===== config.mk =====
export PLATFORM = sky130hd
export DESIGN_NAME = seg_display_arbiter
export DESIGN_NICKNAME = d
export VERILOG_FILES = /design/src/rtl/seg_disp_pkg.sv /design/src/rtl/seg_scan_timer.sv /design/src/rtl/seg_display_arbiter.sv
export SDC_FILE = /design/constraint.sdc
export NUM_CORES = 1
export LEC_CHECK = 0
export ABC_AREA = 0
export BUFFER_PORTS_ARGS = -buffer_cell sky130_fd_sc_hd__buf_2
export CORE_ASPECT_RATIO = 1.1
export CORE_MARGIN = 4
export CORE_UTILIZATION = 40
export CTS_CLUSTER_SIZE = 20
export DETAILED_ROUTE_END_ITERATION = 12
export PLACE_DENSITY = 0.67
export SLEW_MARGIN = 40
export SYNTH_ARGS = -nofsm -noshare
export SYNTH_HDL_FRONTEND = slang
export SYNTH_SLANG_ARGS = --single-unit

===== constraint.sdc =====
create_clock -name clk -period 3.33 [get_ports clk]
set_clock_uncertainty 0.15 [all_clocks]
set_input_delay 0.666 -clock clk [delete_from_list [all_inputs] [get_ports clk]]
set_output_delay 0.666 -clock clk [all_outputs]
set_load 0.01 [all_outputs]

===== src/rtl/seg_disp_pkg.sv =====
// Shared constants, digit-select table and arbiter state encoding for the
// multiplexed seven-segment display arbiter.
package seg_disp_pkg;

  localparam logic [7:0] SEG_BLANK = 8'hFF;
  localparam logic [3:0] DIGIT_OFF = 4'hF;

  // Element d is the active-low enable pattern for digit d.
  localparam logic [3:0][3:0] DIGIT_SEL_TBL = {4'b0111, 4'b1011, 4'b1101, 4'b1110};

  typedef enum logic {
    ARB_IDLE  = 1'b0,
    ARB_OWNED = 1'b1
  } arb_state_t;

  function automatic logic [2:0] lowest_req(input logic [2:0] r);
    if (r[0]) return 3'b001;
    if (r[1]) return 3'b010;
    if (r[2]) return 3'b100;
    return 3'b000;
  endfunction

endpackage


===== src/rtl/seg_scan_timer.sv =====
// Slot/digit scan timing: slot counter, digit index, drive window flag and a
// registered frame_done pulse following the last cycle of digit 3.
module seg_scan_timer
  import seg_disp_pkg::*;
#(
  parameter int REFRESH_DIV  = 50000,
  parameter int BLANK_CYCLES = 500
) (
  input  logic       clk,
  input  logic       reset,
  output logic [1:0] digit_idx,
  output logic       drive,
  output logic       boundary,
  output logic       frame_done
);

  localparam int CNT_W = (REFRESH_DIV > 1) ? $clog2(REFRESH_DIV) : 1;

  if (BLANK_CYCLES >= REFRESH_DIV) begin : g_bad_params
    $error("seg_scan_timer: BLANK_CYCLES must be smaller than REFRESH_DIV");
  end

  logic [CNT_W-1:0] slot_cnt;
  logic             slot_last;

  assign slot_last = (slot_cnt == CNT_W'(REFRESH_DIV - 1));
  assign drive     = (slot_cnt >= CNT_W'(BLANK_CYCLES));
  assign boundary  = slot_last && (digit_idx == 2'd3);

  always_ff @(posedge clk or posedge reset) begin
    if (reset) begin
      slot_cnt   <= '0;
      digit_idx  <= 2'd0;
      frame_done <= 1'b0;
    end else begin
      frame_done <= boundary;
      if (slot_last) begin
        slot_cnt  <= '0;
        digit_idx <= digit_idx + 2'd1;
      end else begin
        slot_cnt <= slot_cnt + CNT_W'(1);
      end
    end
  end

endmodule


===== src/rtl/seg_display_arbiter.sv =====
// Three-client arbiter for a 4-digit multiplexed display; ownership and the
// shadow frame only change at frame boundaries so a scan is never torn.
//
//   state     | meaning
//   ----------+----------------------------------------------------------
//   ARB_IDLE  | no owner; shadow frame blanked at each boundary
//   ARB_OWNED | grant holds the owner; shadow re-sampled at each boundary
module seg_display_arbiter
  import seg_disp_pkg::*;
#(
  parameter int REFRESH_DIV     = 50000,
  parameter int BLANK_CYCLES    = 500,
  parameter int MIN_HOLD_FRAMES = 8
) (
  input  logic        clk,
  input  logic        reset,
  input  logic [2:0]  req,
  input  logic [31:0] frame0,
  input  logic [31:0] frame1,
  input  logic [31:0] frame2,
  output logic [2:0]  grant,
  output logic        frame_done,
  output logic [3:0]  digit_sel,
  output logic [7:0]  segments
);

  localparam int HOLD_W = (MIN_HOLD_FRAMES > 0) ? $clog2(MIN_HOLD_FRAMES + 1) : 1;

  logic [1:0]  digit_idx;
  logic        drive;
  logic        boundary;

  arb_state_t  state, nxt_state;
  logic [2:0]  nxt_grant;
  logic [HOLD_W-1:0] hold_cnt, nxt_hold;
  logic [31:0] shadow, nxt_shadow;
  logic        owner_req;
  logic [2:0]  higher_req;

  seg_scan_timer #(
    .REFRESH_DIV  (REFRESH_DIV),
    .BLANK_CYCLES (BLANK_CYCLES)
  ) u_timer (
    .clk        (clk),
    .reset      (reset),
    .digit_idx  (digit_idx),
    .drive      (drive),
    .boundary   (boundary),
    .frame_done (frame_done)
  );

  assign owner_req  = |(req & grant);
  // grant is one-hot, so grant-1 masks exactly the higher-priority clients
  assign higher_req = req & (grant - 3'd1);

  always_comb begin
    nxt_state = state;
    nxt_grant = grant;
    nxt_hold  = hold_cnt;
    unique case (state)
      ARB_IDLE: begin
        if (req != 3'b000) begin
          nxt_grant = lowest_req(req);
          nxt_hold  = '0;
          nxt_state = ARB_OWNED;
        end
      end
      ARB_OWNED: begin
        if (!owner_req) begin
          nxt_hold = '0;
          if (req != 3'b000) begin
            nxt_grant = lowest_req(req);
          end else begin
            nxt_grant = 3'b000;
            nxt_state = ARB_IDLE;
          end
        end else if ((higher_req != 3'b000) && (hold_cnt >= HOLD_W'(MIN_HOLD_FRAMES))) begin
          nxt_grant = lowest_req(higher_req);
          nxt_hold  = '0;
        end else if (hold_cnt < HOLD_W'(MIN_HOLD_FRAMES)) begin
          nxt_hold = hold_cnt + HOLD_W'(1);
        end
      end
      default: begin
        nxt_state = ARB_IDLE;
        nxt_grant = 3'b000;
        nxt_hold  = '0;
      end
    endcase
  end

  always_comb begin
    nxt_shadow = {4{SEG_BLANK}};
    if (nxt_state == ARB_OWNED) begin
      case (nxt_grant)
        3'b001:  nxt_shadow = frame0;
        3'b010:  nxt_shadow = frame1;
        3'b100:  nxt_shadow = frame2;
        default: nxt_shadow = {4{SEG_BLANK}};
      endcase
    end
  end

  always_ff @(posedge clk or posedge reset) begin
    if (reset) begin
      state    <= ARB_IDLE;
      grant    <= 3'b000;
      hold_cnt <= '0;
      shadow   <= {4{SEG_BLANK}};
    end else if (boundary) begin
      state    <= nxt_state;
      grant    <= nxt_grant;
      hold_cnt <= nxt_hold;
      shadow   <= nxt_shadow;
    end
  end

  always_ff @(posedge clk or posedge reset) begin
    if (reset) begin
      digit_sel <= DIGIT_OFF;
      segments  <= SEG_BLANK;
    end else if (drive) begin
      digit_sel <= DIGIT_SEL_TBL[digit_idx];
      segments  <= shadow[{digit_idx, 3'b000} +: 8];
    end else begin
      digit_sel <= DIGIT_OFF;
      segments  <= SEG_BLANK;
    end
  end

endmodule

== After elaboration in Yosys (flattened, before gate mapping) ==
Cells that the tools add are included.
Widths: inputs -> output; s select.

* Register bits after elaboration: 71
* Input bits: 101
* Output and inout bits: 16
* Word-level logic and storage cells: 107

* Add/subtract/negate cells: 4
* $lt $le $gt $ge: 4
* Eq/ne operators: 7
* Shifts and indexed selects: 1
* Mux-type cells: 73
* Bitwise operators: 3
* Reduce and logical (&&, ||, !) cells: 6

{| class="wikitable"
|+ Operators with widths
! operator !! count
|-
| $pmux 32 s3 || 1
|-
| $mux 3 || 19
|-
| $mux 1 || 40
|-
| $mux 32 || 1
|-
| $shiftx 32x6->8 || 1
|-
| $mux 4 || 6
|-
| $add 16x1->16 const B || 1
|-
| $eq 16x16->1 const B || 1
|-
| $ge 16x9->1 const B || 1
|-
| $mux 16 || 1
|-
| $bmux 4 s2 || 1
|-
| $mux 8 || 1
|-
| $pmux 4 s2 || 1
|-
| $and 3x3->3 || 2
|-
| $pmux 3 s2 || 1
|-
| $reduce_bool 3->1 || 2
|-
| $add 4x1->4 const B || 1
|-
| $ge 4x4->1 const B || 1
|-
| $lt 4x4->1 const B || 1
|-
| $ne 4x2->1 const B || 1
|-
| $eq 3x1->1 const B || 1
|-
| $eq 3x2->1 const B || 1
|-
| $eq 3x3->1 const B || 1
|-
| $lt 2x3->1 const B || 1
|-
| other kinds (9) || 10
|}

== Logic depth before layout (Yosys ltp) ==
Gate-level depths: netlist (run 1).

* Depth after elaboration: 25
* Gate-level depth with buffers: 9
* Mapped depth without buffers: 8

== By module ==
Synthesis (run 1) repeated with hierarchy kept, for this count alone.

* Cell total of the unflattened synthesis: 351
* Area total of the unflattened synthesis: 3789.9 µm²

{| class="wikitable"
|+ By module, submodules not included
! module !! times used !! cells each !! area an instance (µm²) !! sequential area each (µm²)
|-
| seg_display_arbiter || 1 || 266 || 2876.5 || 1356.3
|-
| seg_scan_timer || 1 || 85 || 913.4 || 475.5
|}

== Least setup slack after synthesis (run 1) ==
No wires, ideal clock.

* Path type: input port to flip-flop
* From: input req[1]
* To: register shadow[10]
* Arrival time: 2.413 ns
* Required time: 3.112 ns
* Slack: 0.699 ns
* Stages on the path: 7
* Path buffers: 1
* Path through: a222oi_1 nor2b_2 and4_4 o2111a_2 o311a_4 buf_6 a21oi_2

* Word-level cells in the longest chain between the ends: 14
* Elaborated cells between the ends (all ways): 45
* Classes of those cells: 3 x eq/ne; 36 x mux; 2 x bitwise; 4 x reduce/logical

{| class="wikitable"
|+ RTL lines
! what !! RTL line !! RTL
|-
| start, declared || seg_display_arbiter.sv:17 || <nowiki>input logic [2:0] req,</nowiki>
|-
| $and 3x3->3 || seg_display_arbiter.sv:54 || <nowiki>assign higher_req = req & (grant - 3'd1);</nowiki>
|-
| $mux 1 (2 in series) || seg_disp_pkg.sv:18 || <nowiki>if (r[1]) return 3'b010;</nowiki>
|-
| $mux 1 || seg_display_arbiter.sv:77 || <nowiki>end else if ((higher_req != 3'b000) && (hold_cnt >= HOLD_W'(MIN_HOLD_FRAMES))) begin</nowiki>
|-
| $mux 1 || seg_display_arbiter.sv:69 || <nowiki>if (!owner_req) begin</nowiki>
|-
| $mux 1 || seg_display_arbiter.sv:60 || <nowiki>unique case (state)</nowiki>
|-
| $mux 3 || seg_disp_pkg.sv:19 || <nowiki>if (r[2]) return 3'b100;</nowiki>
|-
| $mux 3 || seg_disp_pkg.sv:18 ||
|-
| $mux 3 || seg_display_arbiter.sv:77 ||
|-
| $mux 3 || seg_display_arbiter.sv:69 ||
|-
| $pmux 3 s2 || seg_display_arbiter.sv:60 ||
|-
| $eq 3x3->1, or another cell as far along || seg_display_arbiter.sv:95 || <nowiki>case (nxt_grant)</nowiki>
|-
| $pmux 32 s3 || seg_display_arbiter.sv:95 ||
|-
| $mux 32 * || seg_display_arbiter.sv:94 || <nowiki>if (nxt_state == ARB_OWNED) begin</nowiki>
|-
| end signal, assigned || seg_display_arbiter.sv:109 || <nowiki>shadow <= {4{SEG_BLANK}};</nowiki>
|-
| end signal, assigned || seg_display_arbiter.sv:114 || <nowiki>shadow <= nxt_shadow;</nowiki>
|-
| end, declared || seg_display_arbiter.sv:36 || <nowiki>logic [31:0] shadow, nxt_shadow;</nowiki>
|}

Every way passes the cells marked *; elsewhere a longest branch is shown, timed or not. The select of a mux whose other input is x is not followed.
A chain may end at the register's enable or synchronous reset.

== Worst setup path in the final report (run 1) ==
* From: register grant[1]
* To: register shadow[6]

* Word-level cells in the longest chain between the ends: 17
* Elaborated cells between the ends (all ways): 33
* Classes of those cells: 1 x add/sub; 3 x eq/ne; 24 x mux; 2 x bitwise; 3 x reduce/logical

{| class="wikitable"
|+ RTL lines
! what !! RTL line !! RTL
|-
| start, declared || seg_display_arbiter.sv:21 || <nowiki>output logic [2:0] grant,</nowiki>
|-
| start signal, assigned || seg_display_arbiter.sv:112 || <nowiki>grant <= nxt_grant;</nowiki>
|-
| $sub 3x1->3 || seg_display_arbiter.sv:54 ||
|-
| $and 3x3->3 || seg_display_arbiter.sv:54 ||
|-
| $mux 1 (2 in series) || seg_disp_pkg.sv:19 ||
|-
| $mux 1 || seg_disp_pkg.sv:18 ||
|-
| $mux 1 || seg_display_arbiter.sv:77 ||
|-
| $mux 1 || seg_display_arbiter.sv:69 ||
|-
| $mux 1 || seg_display_arbiter.sv:60 ||
|-
| $mux 3 || seg_disp_pkg.sv:20 || <nowiki>return 3'b000;</nowiki>
|-
| $mux 3 || seg_disp_pkg.sv:19 ||
|-
| $mux 3 || seg_disp_pkg.sv:18 ||
|-
| $mux 3 || seg_display_arbiter.sv:77 ||
|-
| $mux 3 || seg_display_arbiter.sv:69 ||
|-
| $pmux 3 s2 || seg_display_arbiter.sv:60 ||
|-
| $eq 3x3->1, or another cell as far along || seg_display_arbiter.sv:95 ||
|-
| $pmux 32 s3 || seg_display_arbiter.sv:95 ||
|-
| $mux 32 * || seg_display_arbiter.sv:94 ||
|}

Marks and branches as above.

==> results.json, run 1 <==
{
  "num_io_pins": 117,
  "worstSetupEndpointType": "register",
  "syn_area_um2": 3850,
  "clk_latency_ns": 0.35,
  "route.vias.total": 3390,
  "ys_seq_elements": 71,
  "finalSetupViolCount": 0,
  "synth_top_family_by_area": "compound AO/OA/AOI/OAI gates",
  "status": "completed",
  "cts_tree": "built",
  "power_w": 0.00157,
  "grt_pass1_wl_mm": 16.3,
  "period_share_pct": 89.3,
  "p_comb_share_pct": 8.4,
  "place.gp.congestion": 0.892,
  "cts.sinks": 71,
  "drc": 0,
  "ys.flop_type": "dfstp_2",
  "gr-total-overflow": 0,
  "num-nets-final": 597,
  "ir_worst_vdd_mv": 0.139,
  "drive_gt1_share_pct": 47.6,
  "crit_family": "compound AO/OA/AOI/OAI gates",
  "initial_utilization_pct": 41.0,
  "crit_top_cell": "buf_4",
  "clockPowerShare_pct": 36.3,
  "rows": 37,
  "root_buffer": "clkbuf_8",
  "critPathMaxStageDelay_ns": 0.46,
  "crit_chain": "inv_1, ha_1, nor2b_1, buf_4, a221oi_1, nand2_1, a2111oi_4, buf_4, a222oi_1, a21oi_2",
  "synth_fa_ha_area_share_pct": 2.92,
  "seq_area_frac_synth_pct": 47.5,
  "finalHoldViolCount": 0,
  "clockBufferDepth": 2,
  "use_met1_pct": 24.6,
  "dp_hpwl_mm": 7.62,
  "criticalPathCategory": "register to register",
  "postCtsHoldBufs": 0,
  "htreeDepth": 3,
  "slew_violations": 0,
  "grt_use_total_pct": 18.0,
  "rsz0062_at_grt": "false",
  "ys_top_cells_by_area": "dfstp_2 (30%), dfrtp_1 (18%), a222oi_1 (8.3%)",
  "viasPerCell": 5.57,
  "swShare_pct": 23.5,
  "crit_path_top_delay_cell": "a2111oi_4",
  "crit_buf_inv": 3,
  "startpoint_type": "register",
  "synth-warning-count": 0,
  "final_common_cell": "buf_2",
  "worst_setup_hold_path_clk_slew_ns": 0.08,
  "yosys.area.top_type": "dfstp_2",
  "cts_buffers": 9,
  "synthesis.nets": 470,
  "fillers": 866,
  "ys_types": 55,
  "grt_max_degree": 41,
  "synth_async_sr_flop_share_pct": 100,
  "muxShareOfSynthArea_pct": 4.68,
  "worst_pin_slew_ns": 0.715,
  "grt_antenna_before_repair": 0,
  "die_y_um": 111,
  "tns_ns": 0,
  "synth_compound_area_share_pct": 21.6,
  "placed_area_um2": 4610,
  "synth_edf_count": 0,
  "worst_slew_margin_rel_pct": 51.8,
  "mostFrequentLayoutCells": "buf_2 (116), nor2_1 (45), dfstp_2 (44)",
  "dieArea_um2": 11300,
  "synthCells": 360,
  "grt_pass1_vias": 3309,
  "final.min_clock_period_ns": 2.98,
  "cts_setup_buffers": 0,
  "final_antenna_net_count": 0,
  "fmax_mhz": 336,
  "top_usage_layer": "met2",
  "drt_wl_total_mm": 10.2,
  "area_growth_pct": 24.3,
  "p_switching_w": 0.000369,
  "drv_cap": 0,
  "seq_power_share_pct": 55.3,
  "core_um2": 9400,
  "p_int_w": 0.00120,
  "synth_top_area_share_pct": 30.0,
  "fin_area_um2": 4790,
  "die-width_um": 102,
  "diodes": 0,
  "port_buffers": 116,
  "arrival_ns": 3.11,
  "synth-simple-area-share_pct": 16.0,
  "drtIter0Drc": 334,
  "synth_xor_area_share_pct": 3.18,
  "ctsResizeCount": 0,
  "crit_fanout": 24,
  "pwr_density_cell_nw_per_um2": 327,
  "power_leakage_nw": 2.02,
  "grt_use_met3_pct": 2.83,
  "use_met2_pct": 28.9,
  "syn_area_per_cell_um2": 10.7,
  "wl_per_cell_um": 16.7,
  "worstPathRequired_ns": 3.47,
  "drtPass1Iterations": 10,
  "hp-class": "input port to async pin"
}
[layer usage]
metal | routed length [um] | part of all wire (%)
met1 | 4420 | 43
met5 | 0 | 0
met3 | 609 | 6.0
met2 | 4970 | 49
met4 | 164 | 1.6
[power by group through the flow]
stage / clock [W] / combinational [W] / sequential [W]
finish: 0.000569 / 0.000131 / 0.000867
CTS: 0.000582 / 0.000129 / 0.000867
global placement: 0 / 0.000125 / 0.000881
detailed placement: 0 / 0.000129 / 0.000881
floorplan: 0 / 0.0000467 / 0.000881
global route: 0.000621 / 0.000144 / 0.000867
[per-stage QoR]
step | instances | util [%] | worst slack, ns | hold WS [ns]
final | 609 | 51.0 | 0.355 | 0.242
after floorplan | 360 | - | 0.699 | 0.297
after global routing | 609 | 51.0 | 0.130 | 0.303
after CTS | 606 | 50.7 | 0.254 | 0.342
after detailed placement | 590 | 49.0 | -0.0109 | 0.331
after global placement | 588 | 48.9 | -0.269 | 0.322
[cells in the mapped netlist, types with 10 or more instances]
library cell  count
buf_2            10
o21ai_0          13
a21oi_2          10
nand2_1          25
dfrtp_1          27
dfstp_2          44
a21oi_1          27
a222oi_1         32
nor2_1           45
[state kept, by name, summed over array words and instances (netlist names)]
name / flops
shadow: 32
u_timer.digit_idx: 2
digit_sel: 4
hold_cnt: 4
u_timer.slot_cnt: 16
grant: 3
segments: 8
state: 1
u_timer.frame_done: 1
[area by class of cell]
| cell class | count | area, um^2 | share of cell area [%] |
|---|---|---|---|
| timing repair buffer | 139 | 753 | 15.7 |
| clock inverter | 5 | 25.0 | 0.522 |
| tap | 117 | 146 | 3.06 |
| multi-input combinational | 257 | 1870 | 39.0 |
| inverter | 9 | 35.0 | 0.731 |
| clock buffer | 11 | 131 | 2.74 |
| sequential | 71 | 1830 | 38.2 |
[path summary, 6_finish.rpt]
kind | start | endpoint | slack [ns] | cells after the start
setup reg to reg | grant[1] | shadow[6] | 0.35 | 10
max in group asynchronous | reset | shadow[29] | 2.03 | 3
hold / removal | reset | u_timer.slot_cnt[6] | 0.24 | 2
hold reg to reg | u_timer.slot_cnt[0] | u_timer.slot_cnt[0] | 0.33 | 1
min in group clk | u_timer.slot_cnt[0] | u_timer.slot_cnt[0] | 0.33 | 1
setup / recovery | grant[1] | shadow[6] | 0.35 | 10
[logic make-up (layout without fill, tap and decap cells)]
group           after synthesis  in the layout
simple gates                122            122
buf+inv                      32            164
compound gates              104            104
fa+ha+maj                     9              9
xor+xnor                     14             14
mux                           8              8
flops                        71             71
Note: power is estimated with default switching activity, not from simulation.
==> inputs of run 2 (changes only) <==
RECOVER_POWER = 100   (was unset)
==> results.json, run 2 (synthesis results as in run 1) <==
{
  "status": "finished, violations left",
  "violations": "capacitance limit, slew limit",
  "crit_fanout": 24,
  "criticalPathCategory": "register to register",
  "largest_reg_flops": 32,
  "rows": 37,
  "place_inst": 590,
  "p_comb_share_pct": 8.3,
  "grt_max_degree": 41,
  "area_growth_pct": 23.1,
  "finalSetupViolCount": 0,
  "tns_ns": 0,
  "core_um2": 9400,
  "fmax_mhz": 337,
  "power_w": 0.00156,
  "r2r_slack_ns": 0.36,
  "port_buffers": 116,
  "drv_cap": 1,
  "cts_tree": "built",
  "placed_area_um2": 4610,
  "dieArea_um2": 11300,
  "grt_antenna_before_repair": 0,
  "route.vias.total": 3396,
  "dp_slack_ns": -0.0109,
  "final_common_cell": "buf_2",
  "htreeDepth": 3,
  "clockBufferDepth": 2,
  "power_leakage_nw": 1.97,
  "rsz0062_at_grt": "false",
  "postCtsHoldBufs": 0,
  "largest_registers": "shadow (32), u_timer.slot_cnt (16), segments (8)",
  "initial_utilization_pct": 41.0,
  "drtIter0Drc": 304,
  "place.gp.congestion": 0.892,
  "mostFrequentLayoutCells": "buf_2 (102), nor2_1 (45), dfstp_2 (44)",
  "die_y_um": 111,
  "drive_gt1_share_pct": 43.5,
  "wl_per_cell_um": 16.7,
  "period_share_pct": 89.2,
  "clockPowerShare_pct": 36.2,
  "worstPathRequired_ns": 3.46,
  "drc": 0,
  "gr-total-overflow": 0,
  "dp_hpwl_mm": 7.62,
  "pwr_density_cell_nw_per_um2": 330,
  "fin_area_um2": 4740,
  "num_io_pins": 117,
  "p_int_w": 0.00120,
  "slew_violations": 41,
  "cts.sinks": 71,
  "grt_use_total_pct": 18.0,
  "crit_chain": "inv_1, ha_1, nor2b_1, clkbuf_4, a221oi_1, nand2_1, a2111oi_4, buf_4, a222oi_1, a21oi_2",
  "final.min_clock_period_ns": 2.97,
  "worst_setup_hold_path_clk_slew_ns": 0.08,
  "drt_wl_total_mm": 10.2,
  "drtPass1Iterations": 8,
  "seq_power_share_pct": 55.5,
  "p_switching_w": 0.000366,
  "finalHoldViolCount": 0,
  "diodes": 0,
  "root_buffer": "clkbuf_8",
  "worst_slew_margin_rel_pct": -16.9,
  "swShare_pct": 23.4,
  "ir_worst_vdd_mv": 0.139,
  "top_register": "shadow",
  "num-nets-final": 597,
  "grt_pass1_wl_mm": 16.3,
  "die-width_um": 102,
  "crit_path_top_delay_cell": "a2111oi_4",
  "arrival_ns": 3.10,
  "instances_no_fill": 609,
  "clk_latency_ns": 0.35,
  "startpoint_type": "register",
  "final_antenna_net_count": 0,
  "viasPerCell": 5.58,
  "cts_buffers": 9,
  "hp-class": "register to register",
  "worst_pin_slew_ns": 1.74,
  "critPathMaxStageDelay_ns": 0.46,
  "grt_pass1_vias": 3309,
  "worstSetupEndpointType": "register",
  "timing.final.ws_setup_ns": 0.359
}
[run 2: critical path, delay by kind of cell (launching register included)]
family	cells	cell delay, ns
flops	1	0.45
compound gates	4	1.16
buf+inv	3	0.56
simple gates	2	0.28
fa+ha+maj	1	0.29
[run 2: power by group through the flow]
stage | sequential (W) | combinational [W] | clock [W]
floorplan | 0.000881 | 0.0000467 | 0
global placement | 0.000881 | 0.000125 | 0
detailed placement | 0.000881 | 0.000129 | 0
CTS | 0.000867 | 0.000129 | 0.000582
global route | 0.000867 | 0.000143 | 0.000621
finish | 0.000867 | 0.000130 | 0.000567
[run 2: per-stage QoR]
step	utilization, %	hold slack, ns
after floorplan	-	0.297
after global placement	48.9	0.322
after detailed placement	49.0	0.331
after CTS	50.7	0.342
after global routing	50.5	0.369
final	50.5	0.333
[run 2: routing by layer]
| metal | vias to the layer above | track usage, % | part of all wire [%] |
|---|---|---|---|
| met2 | 125 | 28.9 | 49 |
| met3 | 13 | 2.83 | 5.7 |
| met5 | - | 0 | 0 |
| met4 | 0 | 5.94 | 1.4 |
| met1 | 1651 | 24.6 | 44 |
| li1 | 1607 | - | - |
[run 2: layout make-up]
| cell class | count | area [um^2] |
|---|---|---|
| Clock buffer | 11 | 131 |
| Clock inverter | 5 | 25.0 |
| Fill cell | 878 | 4650 |
| Inverter | 9 | 35.0 |
| Multi-Input combinational cell | 257 | 1860 |
| Sequential cell | 71 | 1830 |
| Tap cell | 117 | 146 |
| Timing Repair Buffer | 139 | 714 |
[run 2: timing repair]
item,in CTS,in global routing
setup endpoints to repair,0,3
buffers inserted,0,3
gates resized for setup,0,0
[run 2: path summary, 6_finish.rpt]
path	endpoint	from	cells past startpoint
min in group asynchronous	u_timer.slot_cnt[14]	reset	2
worst min-delay path	u_timer.slot_cnt[0]	u_timer.slot_cnt[0]	1
worst max register to register	shadow[6]	grant[1]	10
worst max-delay path	shadow[6]	grant[1]	10
worst min register to register	u_timer.slot_cnt[0]	u_timer.slot_cnt[0]	1
max in group asynchronous	u_timer.digit_idx[1]	reset	3
